## config.mk

```make
export PLATFORM = sky130hd
export DESIGN_NAME = mips_multicycle_ctrl
export DESIGN_NICKNAME = d
export VERILOG_FILES = /design/src/rtl/mips_ctrl_pkg.sv /design/src/rtl/mips_ctrl_out_decode.sv /design/src/rtl/mips_multicycle_ctrl.sv
export SDC_FILE = /design/constraint.sdc
export NUM_CORES = 1
export LEC_CHECK = 0
export CORE_MARGIN = 2
export CORE_UTILIZATION = 34
export DETAILED_ROUTE_END_ITERATION = 10
export PLACE_DENSITY = 0.74
export SLEW_MARGIN = 20
export SYNTH_ARGS = -nofsm -noshare
export SYNTH_HDL_FRONTEND = slang
export SYNTH_SLANG_ARGS = --single-unit
```

## constraint.sdc

```tcl
create_clock -name clk -period 1.3 [get_ports clk]
set_input_delay 0.26 -clock clk [delete_from_list [all_inputs] [get_ports clk]]
set_output_delay 0.26 -clock clk [all_outputs]
set_load 0.02 [all_outputs]
```

## src/rtl/mips_ctrl_pkg.sv

```systemverilog
// mips_ctrl_pkg: shared opcodes, ALU op codes, mux codes, FSM states and control-word type for the multi-cycle MIPS controller
package mips_ctrl_pkg;
    localparam logic [5:0] OP_RTYPE = 6'b000000;
    localparam logic [5:0] OP_LW    = 6'b100011;
    localparam logic [5:0] OP_SW    = 6'b101011;
    localparam logic [5:0] OP_BEQ   = 6'b000100;
    localparam logic [5:0] OP_J     = 6'b000010;
    localparam logic [5:0] OP_ADDI  = 6'b001000;
    localparam logic [5:0] OP_ANDI  = 6'b001100;

    localparam logic [2:0] ALUOP_RTYPE = 3'b100;
    localparam logic [2:0] ALUOP_ADD   = 3'b000;
    localparam logic [2:0] ALUOP_SUB   = 3'b001;
    localparam logic [2:0] ALUOP_AND   = 3'b011;

    localparam logic [1:0] PCS_ALU    = 2'b00;
    localparam logic [1:0] PCS_ALUOUT = 2'b01;
    localparam logic [1:0] PCS_JUMP   = 2'b10;
    localparam logic [1:0] PCS_REG    = 2'b11;

    localparam logic [1:0] SRCB_B     = 2'b00;
    localparam logic [1:0] SRCB_FOUR  = 2'b01;
    localparam logic [1:0] SRCB_IMM   = 2'b10;
    localparam logic [1:0] SRCB_IMMSH = 2'b11;

    typedef enum logic [3:0] {
        IDLE     = 4'd0,
        FETCH    = 4'd1,
        DECODE   = 4'd2,
        EXEC_R   = 4'd3,
        R_WB     = 4'd4,
        MEM_ADDR = 4'd5,
        MEM_RD   = 4'd6,
        MEM_WB   = 4'd7,
        MEM_WR   = 4'd8,
        BRANCH   = 4'd9,
        JUMP     = 4'd10,
        ADDI_EX  = 4'd11,
        ANDI_EX  = 4'd12,
        IMM_WB   = 4'd13
    } state_t;

    typedef struct packed {
        logic       pc_write;
        logic       pc_write_cond;
        logic [1:0] pc_source;
        logic       i_or_d;
        logic       mem_read;
        logic       mem_write;
        logic       ir_write;
        logic       reg_dst;
        logic       mem_to_reg;
        logic       reg_write;
        logic       alu_src_a;
        logic [1:0] alu_src_b;
        logic [2:0] alu_op;
        logic       illegal_op;
    } ctrl_t;

    function automatic logic op_legal(input logic [5:0] op);
        return op == OP_RTYPE || op == OP_LW || op == OP_SW || op == OP_BEQ ||
               op == OP_J || op == OP_ADDI || op == OP_ANDI;
    endfunction
endpackage

```

## src/rtl/mips_ctrl_out_decode.sv

```systemverilog
// mips_ctrl_out_decode: combinational state -> control-word decode with the fetch/jr/illegal Mealy qualifiers
// Ports: state (current FSM state), opcode (IR[31:26]), mem_ready, jreg -> ctrl (full control word)
module mips_ctrl_out_decode
    import mips_ctrl_pkg::*;
(
    input  state_t     state,
    input  logic [5:0] opcode,
    input  logic       mem_ready,
    input  logic       jreg,
    output ctrl_t      ctrl
);
    always_comb begin
        ctrl = '0;
        case (state)
            FETCH: begin
                ctrl.mem_read  = 1'b1;
                ctrl.alu_src_b = SRCB_FOUR;
                ctrl.alu_op    = ALUOP_ADD;
                ctrl.ir_write  = mem_ready;
                ctrl.pc_write  = mem_ready;
                ctrl.pc_source = PCS_ALU;
            end
            DECODE: begin
                ctrl.alu_src_b  = SRCB_IMMSH;
                ctrl.alu_op     = ALUOP_ADD;
                ctrl.illegal_op = !op_legal(opcode);
            end
            EXEC_R: begin
                ctrl.alu_src_a = 1'b1;
                ctrl.alu_src_b = SRCB_B;
                ctrl.alu_op    = ALUOP_RTYPE;
                ctrl.pc_write  = jreg;
                ctrl.pc_source = jreg ? PCS_REG : PCS_ALU;
            end
            R_WB: begin
                ctrl.reg_write = 1'b1;
                ctrl.reg_dst   = 1'b1;
            end
            MEM_ADDR, ADDI_EX: begin
                ctrl.alu_src_a = 1'b1;
                ctrl.alu_src_b = SRCB_IMM;
                ctrl.alu_op    = ALUOP_ADD;
            end
            ANDI_EX: begin
                ctrl.alu_src_a = 1'b1;
                ctrl.alu_src_b = SRCB_IMM;
                ctrl.alu_op    = ALUOP_AND;
            end
            MEM_RD: begin
                ctrl.mem_read = 1'b1;
                ctrl.i_or_d   = 1'b1;
            end
            MEM_WB: begin
                ctrl.reg_write  = 1'b1;
                ctrl.mem_to_reg = 1'b1;
            end
            MEM_WR: begin
                ctrl.mem_write = 1'b1;
                ctrl.i_or_d    = 1'b1;
            end
            BRANCH: begin
                ctrl.alu_src_a     = 1'b1;
                ctrl.alu_src_b     = SRCB_B;
                ctrl.alu_op        = ALUOP_SUB;
                ctrl.pc_write_cond = 1'b1;
                ctrl.pc_source     = PCS_ALUOUT;
            end
            JUMP: begin
                ctrl.pc_write  = 1'b1;
                ctrl.pc_source = PCS_JUMP;
            end
            IMM_WB: ctrl.reg_write = 1'b1;
            default: ctrl = '0;
        endcase
    end
endmodule

```

## src/rtl/mips_multicycle_ctrl.sv

```systemverilog
// mips_multicycle_ctrl: main control FSM for the multi-cycle MIPS core (fetch/decode/execute/memory/writeback)
// Inputs: clk, rst (async active-high), opcode, jreg, zero, mem_ready
// Outputs: PC/memory/IR/register-file/ALU control, illegal_op, state_dbg,
//          retired_cnt when MCU_PERF_CNT_EN is defined (instruction retire counter)
module mips_multicycle_ctrl
    import mips_ctrl_pkg::*;
#(
    parameter int STATE_W = 4,
    parameter int CNT_W   = 32
) (
    input  logic               clk,
    input  logic               rst,
    input  logic [5:0]         opcode,
    input  logic               jreg,
    input  logic               zero,
    input  logic               mem_ready,
    output logic               pc_write,
    output logic               pc_write_cond,
    output logic [1:0]         pc_source,
    output logic               i_or_d,
    output logic               mem_read,
    output logic               mem_write,
    output logic               ir_write,
    output logic               reg_dst,
    output logic               mem_to_reg,
    output logic               reg_write,
    output logic               alu_src_a,
    output logic [1:0]         alu_src_b,
    output logic [2:0]         alu_op,
    output logic               illegal_op,
`ifdef MCU_PERF_CNT_EN
    output logic [CNT_W-1:0]   retired_cnt,
`endif
    output logic [STATE_W-1:0] state_dbg
);
    state_t r_state;
    state_t w_next;
    ctrl_t  w_ctrl;
    logic   w_unused_zero;

    // zero only matters to the datapath, which gates pc_write_cond with it
    assign w_unused_zero = zero;

    always_ff @(posedge clk or posedge rst) begin
        if (rst) r_state <= IDLE;
        else     r_state <= w_next;
    end

    always_comb begin
        w_next = FETCH;
        case (r_state)
            IDLE:     w_next = FETCH;
            FETCH:    w_next = mem_ready ? DECODE : FETCH;
            DECODE:   w_next = opcode == OP_RTYPE ? EXEC_R :
                               (opcode == OP_LW || opcode == OP_SW) ? MEM_ADDR :
                               opcode == OP_BEQ  ? BRANCH :
                               opcode == OP_J    ? JUMP :
                               opcode == OP_ADDI ? ADDI_EX :
                               opcode == OP_ANDI ? ANDI_EX : FETCH;
            EXEC_R:   w_next = jreg ? FETCH : R_WB;
            MEM_ADDR: w_next = opcode == OP_LW ? MEM_RD : MEM_WR;
            MEM_RD:   w_next = mem_ready ? MEM_WB : MEM_RD;
            MEM_WR:   w_next = mem_ready ? FETCH : MEM_WR;
            ADDI_EX,
            ANDI_EX:  w_next = IMM_WB;
            default:  w_next = FETCH;
        endcase
    end

    mips_ctrl_out_decode u_decode (
        .state     (r_state),
        .opcode    (opcode),
        .mem_ready (mem_ready),
        .jreg      (jreg),
        .ctrl      (w_ctrl)
    );

    assign pc_write      = w_ctrl.pc_write;
    assign pc_write_cond = w_ctrl.pc_write_cond;
    assign pc_source     = w_ctrl.pc_source;
    assign i_or_d        = w_ctrl.i_or_d;
    assign mem_read      = w_ctrl.mem_read;
    assign mem_write     = w_ctrl.mem_write;
    assign ir_write      = w_ctrl.ir_write;
    assign reg_dst       = w_ctrl.reg_dst;
    assign mem_to_reg    = w_ctrl.mem_to_reg;
    assign reg_write     = w_ctrl.reg_write;
    assign alu_src_a     = w_ctrl.alu_src_a;
    assign alu_src_b     = w_ctrl.alu_src_b;
    assign alu_op        = w_ctrl.alu_op;
    assign illegal_op    = w_ctrl.illegal_op;
    assign state_dbg     = STATE_W'(r_state);

`ifdef MCU_PERF_CNT_EN
    logic             w_retire;
    logic [CNT_W-1:0] r_retired;

    // An instruction retires on entry to FETCH, but not on the first fetch after IDLE or a dropped illegal opcode
    assign w_retire = w_next == FETCH && r_state != FETCH && r_state != IDLE && !w_ctrl.illegal_op;

    always_ff @(posedge clk or posedge rst) begin
        if (rst)           r_retired <= '0;
        else if (w_retire) r_retired <= r_retired + 1'b1;
    end

    assign retired_cnt = r_retired;
`endif
endmodule
```

==> flow_summary.yaml, run 1 <==
logic_synthesis:
  synth_top_area_cell: "dfrtp_1"
  ys_seq_area_share_pct: 16.77
  syn-num-nets: 104
  synthesis.area_um2: 596.8
  synth_cells: 93
  synth-seq-cells: 4
  synth_area_leaders: "dfrtp_1, a21oi_1, nor2_1"
  synth.top_cell.area_share_pct: 16.77
  ys_warn_count: 0
  synth_cell_types: 31
  postSynthAreaPerCell_um2: 6.417
placed_design:
  place.gp.congestion: 0.8563
  portBuffers: 31
  place_inst: 172
  place_hpwl_mm: 1.940
clock_tree:
  ctsResizeCount: 186
  hold_buffers: 0
  cts_setup_buffers: 28
  clock_path_buffers: 2
  numClockSinks: 4
  numCtsBuffers: 3
  cts_root_buf: "clkbuf_4"
  htree_levels: 1
floorplanning:
  initial_core_util_pct: 35.33
  row_count: 15
  die_h_um: 45.90
  die_x_um: 45.90
  io_pins: 33
run_status:
  haltStage: "4_1_cts"
  status: "stopped before the end"
  error_line: "[ERROR DPL-0038] Utilization greater than 100%, impossible to legalize"
==> metrics by stage <==
stage | utilization (%) | hold slack (ps) | area [um^2] | worst slack (ps)
after global placement | 79.70 | 444.2 | 1346 | -841.5
after floorplan | - | 26.13 | 773.2 | -310.4
after detailed placement | 79.70 | 466.7 | 1346 | -902.0
==> cell usage after synthesis, drive strengths merged <==
master   n
nor2    13
a21oi    9
nand2    9
nor3     8
buf      6
o21ai    6
nand2b   5
nand3    5
dfrtp    4
inv      4
nand3b   3
a21o     2
o22ai    2
o311ai   2
or2      2
or3      2
xnor2    2
a211oi   1
a21boi   1
a22o     1
nor2b    1
nor4     1
o31ai    1
o41ai    1
or2b     1
or4b     1
==> cell families after synthesis <==
family                 count (synthesis)  synth area share (%)
XOR/XNOR                               2                 2.936
flip-flops                             4                 16.77
AND/OR/NAND/NOR                       51                 44.86
AO/OA/AOI/OAI                         26                 26.84
buffers and inverters                 10                 8.594
==> run 2: changes to the inputs <==
- CORE_AREA: not set -> 2 2 63 65
- CORE_MARGIN: 2 -> not set
- CORE_UTILIZATION: 34 -> not set
- DIE_AREA: not set -> 0 0 65 67
- PLACE_DENSITY: 0.74 -> not set
- PLACE_DENSITY_LB_ADDON: not set -> 0.15
- clock period: 1.3 -> 1.7 ns (I/O delays scaled with it)
==> flow_summary.yaml, run 2 <==
sta:
  tns_ps: -336.4
  skew_ps: 2.659
  worstMarginPinSlew_ps: 228.2
  whs_ps: 311.9
  period_minus_slack_ps: 1803
  finalWorstSetupSlack_ps: -103.5
  finalHoldViolCount: 0
  relSlewSlack_pct: 84.55
  rsz0062_at_grt: "true"
  drv_slew: 0
  fmax_mhz: 554.5
  period_share_pct: 106.1
  setup_violations: 4
layout:
  fin_cells: 217
  fillers: 381
  multiInputGateArea_um2: 608.1
  syn_to_final_growth_pct: 151.4
  antenna_cells: 0
  layout.nets: 182
  largest_reg_flops: 4
  drive_gt1_share_pct: 59.76
  layout_common_cells: "buf_4, buf_6, nor2_1"
  seq_area_um2: 103.9
  final_common_cell: "buf_4"
floorplanning:
  initial_core_util_pct: 16.55
  io_pins: 33
  die_x_um: 65
  die_area_um2: 4355
  die_h_um: 67
  row_count: 22
  core_area_um2: 3606
drt:
  drt-initial-drc-count: 20
  post_drt_wl_per_cell_um: 11.24
  dr_total_vias: 927
  drt-total-wl_mm: 2.439
  final_antenna_net_count: 0
  first_pass_iters: 4
  drcViolationCount: 0
  avgViaCountPerCell: 4.272
logic_synthesis:
  synth_most_common_cell: "nor2_1"
  yosys-top-cells-count: "nor2_1, a21oi_1, nand2_1, nor3_1, o21ai_0"
  synth-edff-count: 0
  synth.top_cell.area_share_pct: 16.77
  synth_cells: 93
  ys_warn_count: 0
  synth-seq-cells: 4
  synth-main-ff-cell: "dfrtp_1"
  ys_seq_area_share_pct: 16.77
  syn-num-nets: 104
  synth_area_leaders: "dfrtp_1, a21oi_1, nor2_1"
  synth_top_area_cell: "dfrtp_1"
  synthArstFlopShare_pct: 100.0
  postSynthAreaPerCell_um2: 6.417
  synthesis.area_um2: 596.8
  synth_cell_types: 31
setup_path:
  cp-start-kind: "flop"
  crit_required_ps: 1360
  path_max_fanout: 6
  worstSetupPathType: "reg2out"
  rr_worst_depth: 5
  crit_arrival_ps: 1460
  worstSetupEndpointType: "primary output"
run_status:
  violations: "negative setup slack"
  status: "finished, violations left"
global_routing:
  first_global_vias: 894
  globalRouteOverflowTotal: 0
  antenna_found_initial: 0
  grt_max_degree: 13
  grt_usage_pct: 11.19
  grt_pass1_wl_mm: 3.884
placed_design:
  place.gp.congestion: 0.7390
  place_inst: 211
  portBuffers: 31
  place_hpwl_mm: 1.973
power:
  p_leak_nw: 0.6932
  sw_frac_of_total_pct: 45.27
  ir_worst_vdd_mv: 0.4047
  p_sw_mw: 1.213
  clkPwrFrac_pct: 7.2
  p_int_mw: 1.466
  power_frac_seq_pct: 7.9
  p_comb_share_pct: 85.0
  p_per_area_nw_per_um2: 1785
clock_tree:
  clock_path_buffers: 2
  hold_buffers: 0
  cts_root_buf: "clkbuf_8"
  numCtsBuffers: 3
  numClockSinks: 4
  worst_skew_pair.late_latency_ps: 210
  htree_levels: 1
  clk_pin_slew_ps: 30
  cts_tree: "built"
hold_path:
  min_path_type: "in2async"
job:
  drv_cap: 0
==> run 2: cell counts after synthesis <==
Identical to the previous run, type by type.
==> run 2: path summary, 6_finish.rpt <==
check,slack [ps],endpoint,startpoint
worst min register to register,760,state_dbg[0]$_DFF_PP0_,state_dbg[3]$_DFF_PP0_
worst min-delay path,310,state_dbg[2]$_DFF_PP0_,rst
worst max register to register,220,state_dbg[3]$_DFF_PP0_,state_dbg[2]$_DFF_PP0_
max in group asynchronous,1230,state_dbg[1]$_DFF_PP0_,rst
min in group clk,700,state_dbg[1]$_DFF_PP0_,opcode[5]
worst max-delay path,-100,pc_write,state_dbg[0]$_DFF_PP0_
==> run 2: per-layer routing <==
layer | up-vias | share of wire, % | track usage [%] | wire length [um]
li1 | 485 | - | - | -
met1 | 416 | 46 | 14.36 | 1127
met2 | 26 | 49 | 20.10 | 1201
met3 | 0 | 4.5 | 1.689 | 110
met4 | 0 | 0 | 1.596 | 0
met5 | - | 0 | 0 | 0
==> run 2: layout make-up <==
cell class,instances,share of cell area (%)
inverter,4,1.001
clock buffer,3,2.752
sequential,4,6.922
multi-input combinational,79,40.53
tap,48,4.003
timing repair buffer,79,44.79
==> run 2: worst max-delay path, cell delays in order, from the launching register on <==
cell and delay, ps:
dfrtp_2 440, buf_6 130, or2b_4 270, a21oi_4 170
or2_1 130, buf_6 110
==> run 2: logic make-up (layout without fill, tap and decap cells) <==
logic type	Yosys count	count (layout)	share of synthesized area [%]
simple gates	51	51	44.86
compound gates	26	26	26.84
buf+inv	10	86	8.594
flops	4	4	16.77
xor+xnor	2	2	2.936
==> run 2: power groups by stage <==
stage,Combinational (mW),Clock [mW],Sequential [mW]
2_1_floorplan,0.964,0,0.229
6_report,2.28,0.192,0.211
5_1_grt,2.44,0.213,0.220
3_3_place_gp,2.05,0,0.195
4_1_cts,2.09,0.200,0.202
3_5_place_dp,2.04,0,0.196
==> run 2: per-stage QoR <==
step / util [%] / setup slack (ps) / area (um^2) / total power [mW]
floorplan: - / -33.92 / 646.9 / 1.193
global placement: 36.50 / -617.9 / 1316 / 2.245
detailed placement: 36.50 / -625.3 / 1316 / 2.241
CTS: 38.62 / -126.9 / 1393 / 2.494
global route: 41.60 / -149.8 / 1500 / 2.868
finish: 41.60 / -103.5 / 1500 / 2.679
==> run 2: repair_timing <==
| action | in CTS | in global routing |
|---|---|---|
| gates resized for setup | 109 | 28 |
| cloned | 0 | 1 |
| setup endpoints to repair | 22 | 19 |
| pin swaps | 2 | 8 |
| setup buffers | 1 | 1 |
Power figures use the tool's default switching activity.
==> run 3: changes to the inputs <==
- CAP_MARGIN: not set -> 40
- DONT_BUFFER_PORTS: not set -> 1
==> flow_summary.yaml, run 3 (same netlist as run 2, synthesis figures left out) <==
run_status:
  status: "finished, violations left"
  violations: "negative setup slack"
sta:
  worstMarginPinSlew_ps: 372.4
  setup_violations: 7
  skew_ps: 1.087
  period_minus_slack_ps: 1803
  fmax_mhz: 554.8
  period_share_pct: 106.0
  relSlewSlack_pct: 74.98
  rsz0062_at_grt: "true"
  finalWorstSetupSlack_ps: -102.6
  drv_slew: 0
  finalHoldViolCount: 0
layout:
  syn_to_final_growth_pct: 81.76
  fillers: 393
  largest_reg_flops: 4
  antenna_cells: 0
  drive_gt1_share_pct: 50.41
  final_area_um2: 1085
  layout_common_cells: "buf_4, nor2_1, nand2_1, a21oi_1, buf_6"
  final_common_cell: "buf_4"
  layout.nets: 136
setup_path:
  worstSetupPathType: "reg2out"
  crit_required_ps: 1360
  crit_arrival_ps: 1460
  path_max_fanout: 6
  worstSetupEndpointType: "primary output"
  cp-start-kind: "flop"
drt:
  post_drt_wl_per_cell_um: 13.00
  drt-initial-drc-count: 41
  final_antenna_net_count: 0
  dr_total_vias: 790
  drcViolationCount: 0
  drt-total-wl_mm: 2.223
  avgViaCountPerCell: 4.620
  first_pass_iters: 4
clock_tree:
  numCtsBuffers: 3
  clock_path_buffers: 2
  cts_root_buf: "clkbuf_8"
  htree_levels: 1
  worst_skew_pair.late_latency_ps: 210
  cts_tree: "built"
  numClockSinks: 4
  clk_pin_slew_ps: 30
floorplanning:
  core_area_um2: 3606
  die_area_um2: 4355
  die_x_um: 65
  io_pins: 33
  die_h_um: 67
  row_count: 22
  initial_core_util_pct: 16.55
power:
  p_per_area_nw_per_um2: 2069
  sw_frac_of_total_pct: 49.18
  clkPwrFrac_pct: 8.7
  p_int_mw: 1.141
  p_comb_share_pct: 81.9
  p_sw_mw: 1.104
  power_frac_seq_pct: 9.4
  ir_worst_vdd_mv: 0.3833
  p_total_mw: 2.245
  p_leak_nw: 0.4508
global_routing:
  grt_max_degree: 12
  grt_usage_pct: 10.37
  antenna_found_initial: 0
  grt_pass1_wl_mm: 3.456
  globalRouteOverflowTotal: 0
  first_global_vias: 739
placed_design:
  place_area_um2: 875.8
  place_hpwl_mm: 1.750
  portBuffers: 0
  place.gp.congestion: 0.7749
job:
  drv_cap: 0
hold_path:
  min_path_type: "in2reg"
==> run 3: worst paths after layout <==
path / startpoint / end / slack [ps] / cells after the start
max reg2reg: state_dbg[1]$_DFF_PP0_ / state_dbg[2]$_DFF_PP0_ / 130 / 7
min in group asynchronous: rst / state_dbg[1]$_DFF_PP0_ / 450 / 2
max in group asynchronous: rst / state_dbg[2]$_DFF_PP0_ / 1090 / 2
min: opcode[2] / state_dbg[1]$_DFF_PP0_ / 340 / 3
min reg2reg: state_dbg[0]$_DFF_PP0_ / state_dbg[0]$_DFF_PP0_ / 670 / 2
max: state_dbg[2]$_DFF_PP0_ / illegal_op / -100 / 2
==> run 3: critical path, stage by stage, from the launching register on <==
cell	delay [ps]
dfrtp_2	440
or4b_4	570
nor3_4	240
==> run 3: repair_timing <==
action                                  CTS  global route
pin swaps                                 0             2
hold endpoints to repair                  4             0
setup buffers                             3             3
gates resized for setup                  14            15
endpoints found under the setup margin   12            14
hold buffers                              1             0
gates cloned                              0             0
==> run 3: power by group through the flow <==
stage	Sequential, mW	Combinational, mW	Clock (mW)
after floorplan	0.229	0.964	0
after global placement	0.208	1.49	0
after detailed placement	0.206	1.49	0
after CTS	0.212	1.64	0.202
after global routing	0.216	1.99	0.214
final	0.210	1.84	0.195
==> run 3: metrics by stage <==
step                worst slack, ps  std cells  hold slack, ps  utilization, %  TNS (ps)
floorplan                    -33.92         93           106.1               -    -42.66
global placement              107.2        161           118.4           24.29         0
detailed placement            105.4        161           123.8           24.29         0
CTS                          -115.4        168           331.2           27.62    -234.7
global route                 -147.6        171           342.5           30.08    -649.7
finish                       -102.6        171           341.0           30.08    -224.8
==> run 3: area by class of cell <==
| type | count | area, um^2 | share of cell area (%) |
|---|---|---|---|
| Multi-Input combinational cell | 79 | 583.1 | 53.75 |
| Clock buffer | 3 | 41.29 | 3.806 |
| Sequential cell | 4 | 103.9 | 9.573 |
| Timing Repair Buffer | 33 | 281.5 | 25.95 |
| Tap cell | 48 | 60.06 | 5.536 |
| Inverter | 4 | 15.01 | 1.384 |
==> run 3: metal layers <==
layer / up-vias / wire, um / track usage (%)
met5: - / 0 / 0
met3: 0 / 191 / 1.858
met1: 357 / 954 / 13.54
met4: 0 / 0 / 4.787
li1: 398 / - / -
met2: 35 / 1076 / 16.49
